--- src/rtl/timer_counter.sv ---
// Memory-mapped programmable down-counter with CTRL/PRESET/COUNT registers and a registered IRQ.
// Define TC_AUTORELOAD_EN to implement MODE 01 auto-reload; otherwise every mode is one-shot.
module timer_counter (
    input  logic        clk,
    input  logic        reset,
    input  logic [31:0] Addr,
    input  logic        WE,
    input  logic [31:0] Din,
    output logic [31:0] Dout,
    output logic        IRQ
);

    typedef enum logic [1:0] {
        S_IDLE,
        S_LOAD,
        S_CNT,
        S_INT
    } state_t;

    state_t      state_q, state_d;
    logic        en_q, en_d;
    logic        im_q, im_d;
    logic [31:0] preset_q, preset_d;
    logic [31:0] count_q, count_d;
    logic        pend_q, pend_d;
    logic        irq_q, irq_d;
    logic [1:0]  mode_rd;
    logic        reload;
    logic        ctrl_wr, preset_wr;

    // The bridge decodes the window; only the word select matters here.
    logic        unused_addr;
    assign unused_addr = ^{Addr[31:4], Addr[1:0]};

    assign ctrl_wr   = WE && (Addr[3:2] == 2'b00);
    assign preset_wr = WE && (Addr[3:2] == 2'b01);

`ifdef TC_AUTORELOAD_EN
    logic [1:0] mode_q, mode_d;
    assign mode_rd = mode_q;
    assign reload  = (mode_q == 2'b01);
    always_comb begin
        mode_d = mode_q;
        if (ctrl_wr) mode_d = Din[2:1];
    end
`else
    assign mode_rd = 2'b00;
    assign reload  = 1'b0;
`endif

    always_comb begin
        state_d  = state_q;
        en_d     = en_q;
        im_d     = im_q;
        preset_d = preset_q;
        count_d  = count_q;
        pend_d   = pend_q;

        case (state_q)
            S_IDLE: begin
                if (en_q) state_d = S_LOAD;
            end
            S_LOAD: begin
                count_d = preset_q;
                state_d = S_CNT;
            end
            S_CNT: begin
                if (!en_q) begin
                    state_d = S_IDLE;
                end else if (count_q > 32'd1) begin
                    count_d = count_q - 32'd1;
                end else begin
                    count_d = '0;
                    pend_d  = 1'b1;
                    state_d = S_INT;
                end
            end
            S_INT: begin
                if (reload) begin
                    pend_d  = 1'b0;
                    state_d = S_LOAD;
                end else begin
                    en_d    = 1'b0;
                    state_d = S_IDLE;
                end
            end
            default: state_d = S_IDLE;
        endcase

        // CPU writes are applied after the hardware updates so they win a same-cycle clash.
        if (ctrl_wr) begin
            en_d   = Din[0];
            im_d   = Din[3];
            pend_d = 1'b0;
        end
        if (preset_wr) preset_d = Din;

        irq_d = im_d & pend_d;
    end

    always_ff @(posedge clk or negedge reset) begin
        if (!reset) begin
            state_q  <= S_IDLE;
            en_q     <= 1'b0;
            im_q     <= 1'b0;
            preset_q <= '0;
            count_q  <= '0;
            pend_q   <= 1'b0;
            irq_q    <= 1'b0;
`ifdef TC_AUTORELOAD_EN
            mode_q   <= '0;
`endif
        end else begin
            state_q  <= state_d;
            en_q     <= en_d;
            im_q     <= im_d;
            preset_q <= preset_d;
            count_q  <= count_d;
            pend_q   <= pend_d;
            irq_q    <= irq_d;
`ifdef TC_AUTORELOAD_EN
            mode_q   <= mode_d;
`endif
        end
    end

    assign IRQ = irq_q;

    always_comb begin
        Dout = '0;
        case (Addr[3:2])
            2'b00:   Dout = {28'd0, im_q, mode_rd, en_q};
            2'b01:   Dout = preset_q;
            2'b10:   Dout = count_q;
            default: Dout = '0;
        endcase
    end

endmodule

--- config.mk ---
export PLATFORM = sky130hd
export DESIGN_NAME = timer_counter
export DESIGN_NICKNAME = d
export VERILOG_FILES = /design/src/rtl/timer_counter.sv
export SDC_FILE = /design/constraint.sdc
export NUM_CORES = 1
export LEC_CHECK = 0
export BUFFER_PORTS_ARGS = -buffer_cell sky130_fd_sc_hd__buf_2
export CORE_UTILIZATION = 30
export CTS_CLUSTER_DIAMETER = 100
export DETAILED_ROUTE_END_ITERATION = 10
export PLACE_DENSITY = 0.48
export SLEW_MARGIN = 20
export SYNTH_ARGS = -nofsm -noshare
export SYNTH_HDL_FRONTEND = slang
export SYNTH_SLANG_ARGS = --single-unit
--- constraint.sdc ---
create_clock -name clk -period 3.15 [get_ports clk]
set_input_delay 0.315 -clock clk [delete_from_list [all_inputs] [get_ports clk]]
set_output_delay 0.315 -clock clk [all_outputs]
set_load 0.03 [all_outputs]
### Word level (Yosys, flattened, before mapping)

Index checks and enable logic that the tools add are counted.

| storage, ports and cells | value |
|---|---|
| RAM bits | 0 |
| output and inout port bits | 33 |
| bits in latches | 0 |
| memory bits (read-only) | 0 |
| memories kept | 0 |
| register bits after elaboration | 70 |
| input port bits | 67 |
| logic and storage cells | 41 |

| operators by class | value |
|---|---|
| div/mod/pow operators | 0 |
| reductions and logical operators | 8 |
| mux-type cells | 15 |
| equal/unequal tests | 8 |
| $mul | 0 |
| shifts and indexed selects | 0 |
| $add $sub $neg | 1 |
| bitwise operators | 1 |
| $lt $le $gt $ge | 1 |

Operators with widths:

| operator | count |
|---|---|
| $pmux 32 s3 | 1 |
| $mux 32 | 2 |
| $pmux 32 s2 | 1 |
| $gt 32x1->1 const B | 1 |
| $sub 32x1->32 const B | 1 |
| $pmux 2 s4 | 1 |
| $mux 1 | 7 |
| $eq 2x2->1 const B | 3 |
| $mux 2 | 3 |
| $eq 2x1->1 const B | 2 |
| $logic_not 2->1 | 2 |
| $ne 2x2->1 const B | 2 |
| $reduce_and 2->1 | 2 |
| $reduce_bool 2->1 | 2 |
| $ne 3x3->1 const B | 1 |
| $logic_and 1x1->1 | 2 |
| $and 1x1->1 | 1 |

### Depth between registers and ports, before layout

| depth | value |
|---|---|
| word-level depth | 6 |
| gate-level depth with buffers | 7 |
| depth with buffers taken out | 7 |

### Worst setup path before layout

Ideal clock, no wire load.

| timing | value |
|---|---|
| path type | flip-flop to flip-flop |
| from | reg count_q[25] |
| to | reg count_q[24] |
| slack | 687 ps |
| cell stages (with the launch flop) | 8 |
| setup time | 122 ps |
| path buffers | 2 |
| period minus slack after synthesis | 2463 ps |
| data arrival time | 2341 ps |
| required time | 3028 ps |
| cell sequence | dfrtp_1 or4_4 or4_1 buf_2 or4_4 buf_6 a41oi_1 o21ai_1 |

| between the ends | value |
|---|---|
| longest elaborated chain between the ends | 4 |

RTL lines:

| element | RTL line | text |
|---|---|---|
| start, declared | 24 | `logic [31:0] count_q, count_d;` |
| start signal, assigned | 118 | `count_q <= count_d;` |
| $gt 32x1->1 | 70 | `end else if (count_q > 32'd1) begin` |
| $mux 32 | 70 |  |
| $mux 32 | 68 | `if (!en_q) begin` |
| $pmux 32 s2 | 59 | `case (state_q)` |

Every way passes these cells. The select of a mux whose other input is x is not followed.
A chain may end at the register's enable or synchronous reset.

### Worst setup path in the final report

| timing | value |
|---|---|
| from | reg count_q[25] |
| to | reg count_q[25] |

| between the ends | value |
|---|---|
| longest elaborated chain between the ends | 4 |

RTL lines:

| element | RTL line |
|---|---|
| $sub 32x1->32 or $gt 32x1->1 (tied branches) | 71, 70 |
| $mux 32 * | 70 |
| $mux 32 * | 68 |
| $pmux 32 s2 * | 59 |

Mark *: on every way between the ends. The rest lies on a longest branch, timed or not. The select of a mux whose other input is x is not followed.

==> results.sh <==
export IMPL_post_cts_setup_buffers=0
export IMPL_synth_area_mm2=0.00393
export IMPL_drv_slew=0
export IMPL_critPathMaxFanout=8
export IMPL_crit_type="reg2reg"
export IMPL_r2r_start="count_q[25]$_DFFE_PN0P_"
export IMPL_start_util=0.309
export IMPL_num_io_pins=100
export IMPL_fmax_mhz=355
export IMPL_dp_worst_setup_slack_ns=0.273
export IMPL_fin_tns_setup_ns=0
export IMPL_synth_top_area_cell="dfrtp_1"
export IMPL_post_drt_wl_per_cell_um=18.3
export IMPL_drtPass1Iterations=4
export IMPL_grt_usage=0.181
export IMPL_synthFlopType="dfrtp_1"
export IMPL_synth_common_cells="70 x dfrtp_1, 33 x mux2_2, 30 x a22o_1, 30 x nand3_1, 24 x a21oi_1"
export IMPL_gp_congestion=0.820
export IMPL_grt_remaining_overflow=0
export IMPL_synth_yosys_seq_area_share=0.445
export IMPL_crit_path_end="count_q[25]$_DFFE_PN0P_"
export IMPL_vdd_drop_max_mv=0.271
export IMPL_cp_data_arrival_time_ns=3.02
export IMPL_drt_iter0_drc=200
export IMPL_insertion_delay_ns=0.34
export IMPL_antenna_found_initial=0
export IMPL_final_nets=523
export IMPL_yosys_top_cells_area="dfrtp_1 45%, mux2_2 9.4%, a22o_1 6.7%"
export IMPL_routed_wl_mm=11.5
export IMPL_period_share=0.895
export IMPL_die_area_mm2=0.0136
export IMPL_cp_cell_sequence="or4_4 > or4_1 > nor4_1 > buf_4 > or3_1 > o311ai_0"
export IMPL_setup_ws_ns=0.330
export IMPL_startpoint_type="flip-flop"
export IMPL_cts_buffer_depth=2
export IMPL_ys_ff_latch=70
export IMPL_cts_resized_gates=0
export IMPL_slew_headroom=0.231
export IMPL_hold_violations=0
export IMPL_fillers=1331
export IMPL_grt_pass1_wl_mm=18.5
export IMPL_final_antenna_net_count=0
export IMPL_synthCells=383
export IMPL_synth_top_area_share=0.445
export IMPL_synth_edff_count=0
export IMPL_hold_buffers=0
export IMPL_crit_path_max_incr_delay_ns=0.59
export IMPL_period_needed_ns=2.82
export IMPL_synth_most_common_cell="dfrtp_1"
export IMPL_p_per_area_mw_per_mm2=858
export IMPL_finClkSkew_ns=0.00777
export IMPL_final_cell_count_no_fill=628
export IMPL_required_ns=3.35
export IMPL_core_area_mm2=0.0127
export IMPL_postSynthAreaPerCell_um2=10.3
export IMPL_clkSinkCount=70
export IMPL_crit_start="count_q[25]$_DFFE_PN0P_"
export IMPL_portBuffers=69
export IMPL_cts_buffers_inserted=9
export IMPL_h_tree_depth=3
export IMPL_worstMarginPinSlew_ns=1.15
export IMPL_place_hpwl_mm=8.17
export IMPL_cp_end_kind="flip-flop"
export IMPL_drive_gt1_frac=0.327
export IMPL_synthArstFlopShare=1.00
export IMPL_r2r_slack_ns=0.33
export IMPL_die_w_um=117
export IMPL_outcome="completed"
export IMPL_ys_warn_count=0
export IMPL_worstRegToRegCells=6
export IMPL_placedCellCount=615
export IMPL_core_rowCount=41
export IMPL_clk_pin_slew_ns=0.05
export IMPL_utilization=0.378
export IMPL_rsz0062_at_grt="no"
export IMPL_die_height_um=117
export IMPL_r2r_end="count_q[25]$_DFFE_PN0P_"
export IMPL_cpMaxStageDelayCell="or4_1"
export IMPL_syn_nets=452
export IMPL_cap_violations=0
export IMPL_diodes=0
export IMPL_hold_class="in2async"
export IMPL_vias_per_cell=5.57
export IMPL_drc=0
export IMPL_p_leak_uw=0.00205
export IMPL_yosysUniqueCellTypes=53
export IMPL_grt_pass1_vias=3458
export IMPL_setup_viol=0
export IMPL_cts_root_buf="clkbuf_16"
export IMPL_grt_max_degree=37
export IMPL_dr_total_vias=3495
export IMPL_cts_tree="yes"
export IMPL_area_growth_pct=22.3
[cell type report]
| cell class | instances | area [um2] | share of cell area |
|---|---|---|---|
| Tap cell | 172 | 215 | 0.0447 |
| Clock inverter | 2 | 10.0 | 0.00208 |
| Inverter | 2 | 7.51 | 0.00156 |
| Timing Repair Buffer | 90 | 515 | 0.107 |
| Clock buffer | 11 | 253 | 0.0525 |
| Multi-Input combinational cell | 281 | 2060 | 0.428 |
| Sequential cell | 70 | 1750 | 0.364 |
[kinds of logic after synthesis]
kind of cell	after synthesis	synth area share
adders and majority gates	2	0.00636
AOI/OAI and AO/OA	102	0.201
and+or+nand+nor	142	0.214
muxes	35	0.0996
DFF	70	0.445
buffers and inverters	32	0.0334
[power by group]
group	switching [uW]	internal [uW]	total [uW]
clock	367	559	927
combinational	873	684	1560
sequential	435	1210	1650
[through the flow]
step / total power (uW) / hold WS [ns] / cell area (um2)
6_report: 4130 / 0.0980 / 4810
3_5_place_dp: 3210 / 0.502 / 4550
3_3_place_gp: 3180 / 0.490 / 4550
5_1_grt: 4430 / 0.183 / 4810
2_1_floorplan: 2680 / 0.0194 / 3930
4_1_cts: 4160 / 0.142 / 4810
[worst min-delay path by stage]
stage / cells past startpoint / to / slack, ns
4_1_cts: 1 / count_q[14]$_DFFE_PN0P_ / 0.14
5_1_grt: 1 / preset_q[12]$_DFFE_PN0P_ / 0.18
3_5_place_dp: 1 / preset_q[5]$_DFFE_PN0P_ / 0.50
2_1_floorplan: 0 / IRQ$_DFF_PN0_ / 0.02
3_3_place_gp: 1 / preset_q[5]$_DFFE_PN0P_ / 0.49
6_report: 1 / preset_q[5]$_DFFE_PN0P_ / 0.1
[layer usage]
layer / routed length (um) / share of wire / track usage / vias to the layer above
met5: 0 / 0 / 0 / -
met4: 140 / 0.012 / 0.0650 / 0
met3: 541 / 0.047 / 0.0353 / 10
met2: 5460 / 0.47 / 0.288 / 95
met1: 5370 / 0.47 / 0.245 / 1741
li1: - / - / - / 1649
[placed cells by master, fill, tap and decap left out, types with 2 or more instances in the layout]
cell       count
nor3_1         7
nand2b_1       4
or3_1          5
and3_1        20
or4_1         11
clkinv_2       2
buf_4         20
o21ai_0        7
ha_1           2
nor3b_1        3
o31ai_1        2
nand3b_1       4
o211ai_1       2
a21oi_1       24
or4_4          2
mux2_2        33
and4b_1        2
inv_1          2
nor2_1         7
clkbuf_8       2
nand4_1        9
nand2_1       21
o311ai_0      12
dfrtp_1       70
nor2b_2        3
mux2i_1        2
o311ai_1       9
clkbuf_16      9
o221ai_2       2
buf_2         69
a22o_1        30
nand3_1       30
nor4_1         5
nand4b_1       2
[state kept, by name, summed over array words and instances, names as in the netlist]
register,count
count_q,32
preset_q,32
state_q,2
IRQ,1
en_q,1
im_q,1
pend_q,1
[worst max-delay path, delay by kind of cell (launching register included)]
family / cells / cell delay, ns
simple gates: 4 / 1.89
flops: 1 / 0.42
buf+inv: 1 / 0.23
compound gates: 1 / 0.13
Note: power is estimated with default switching activity, not from simulation.
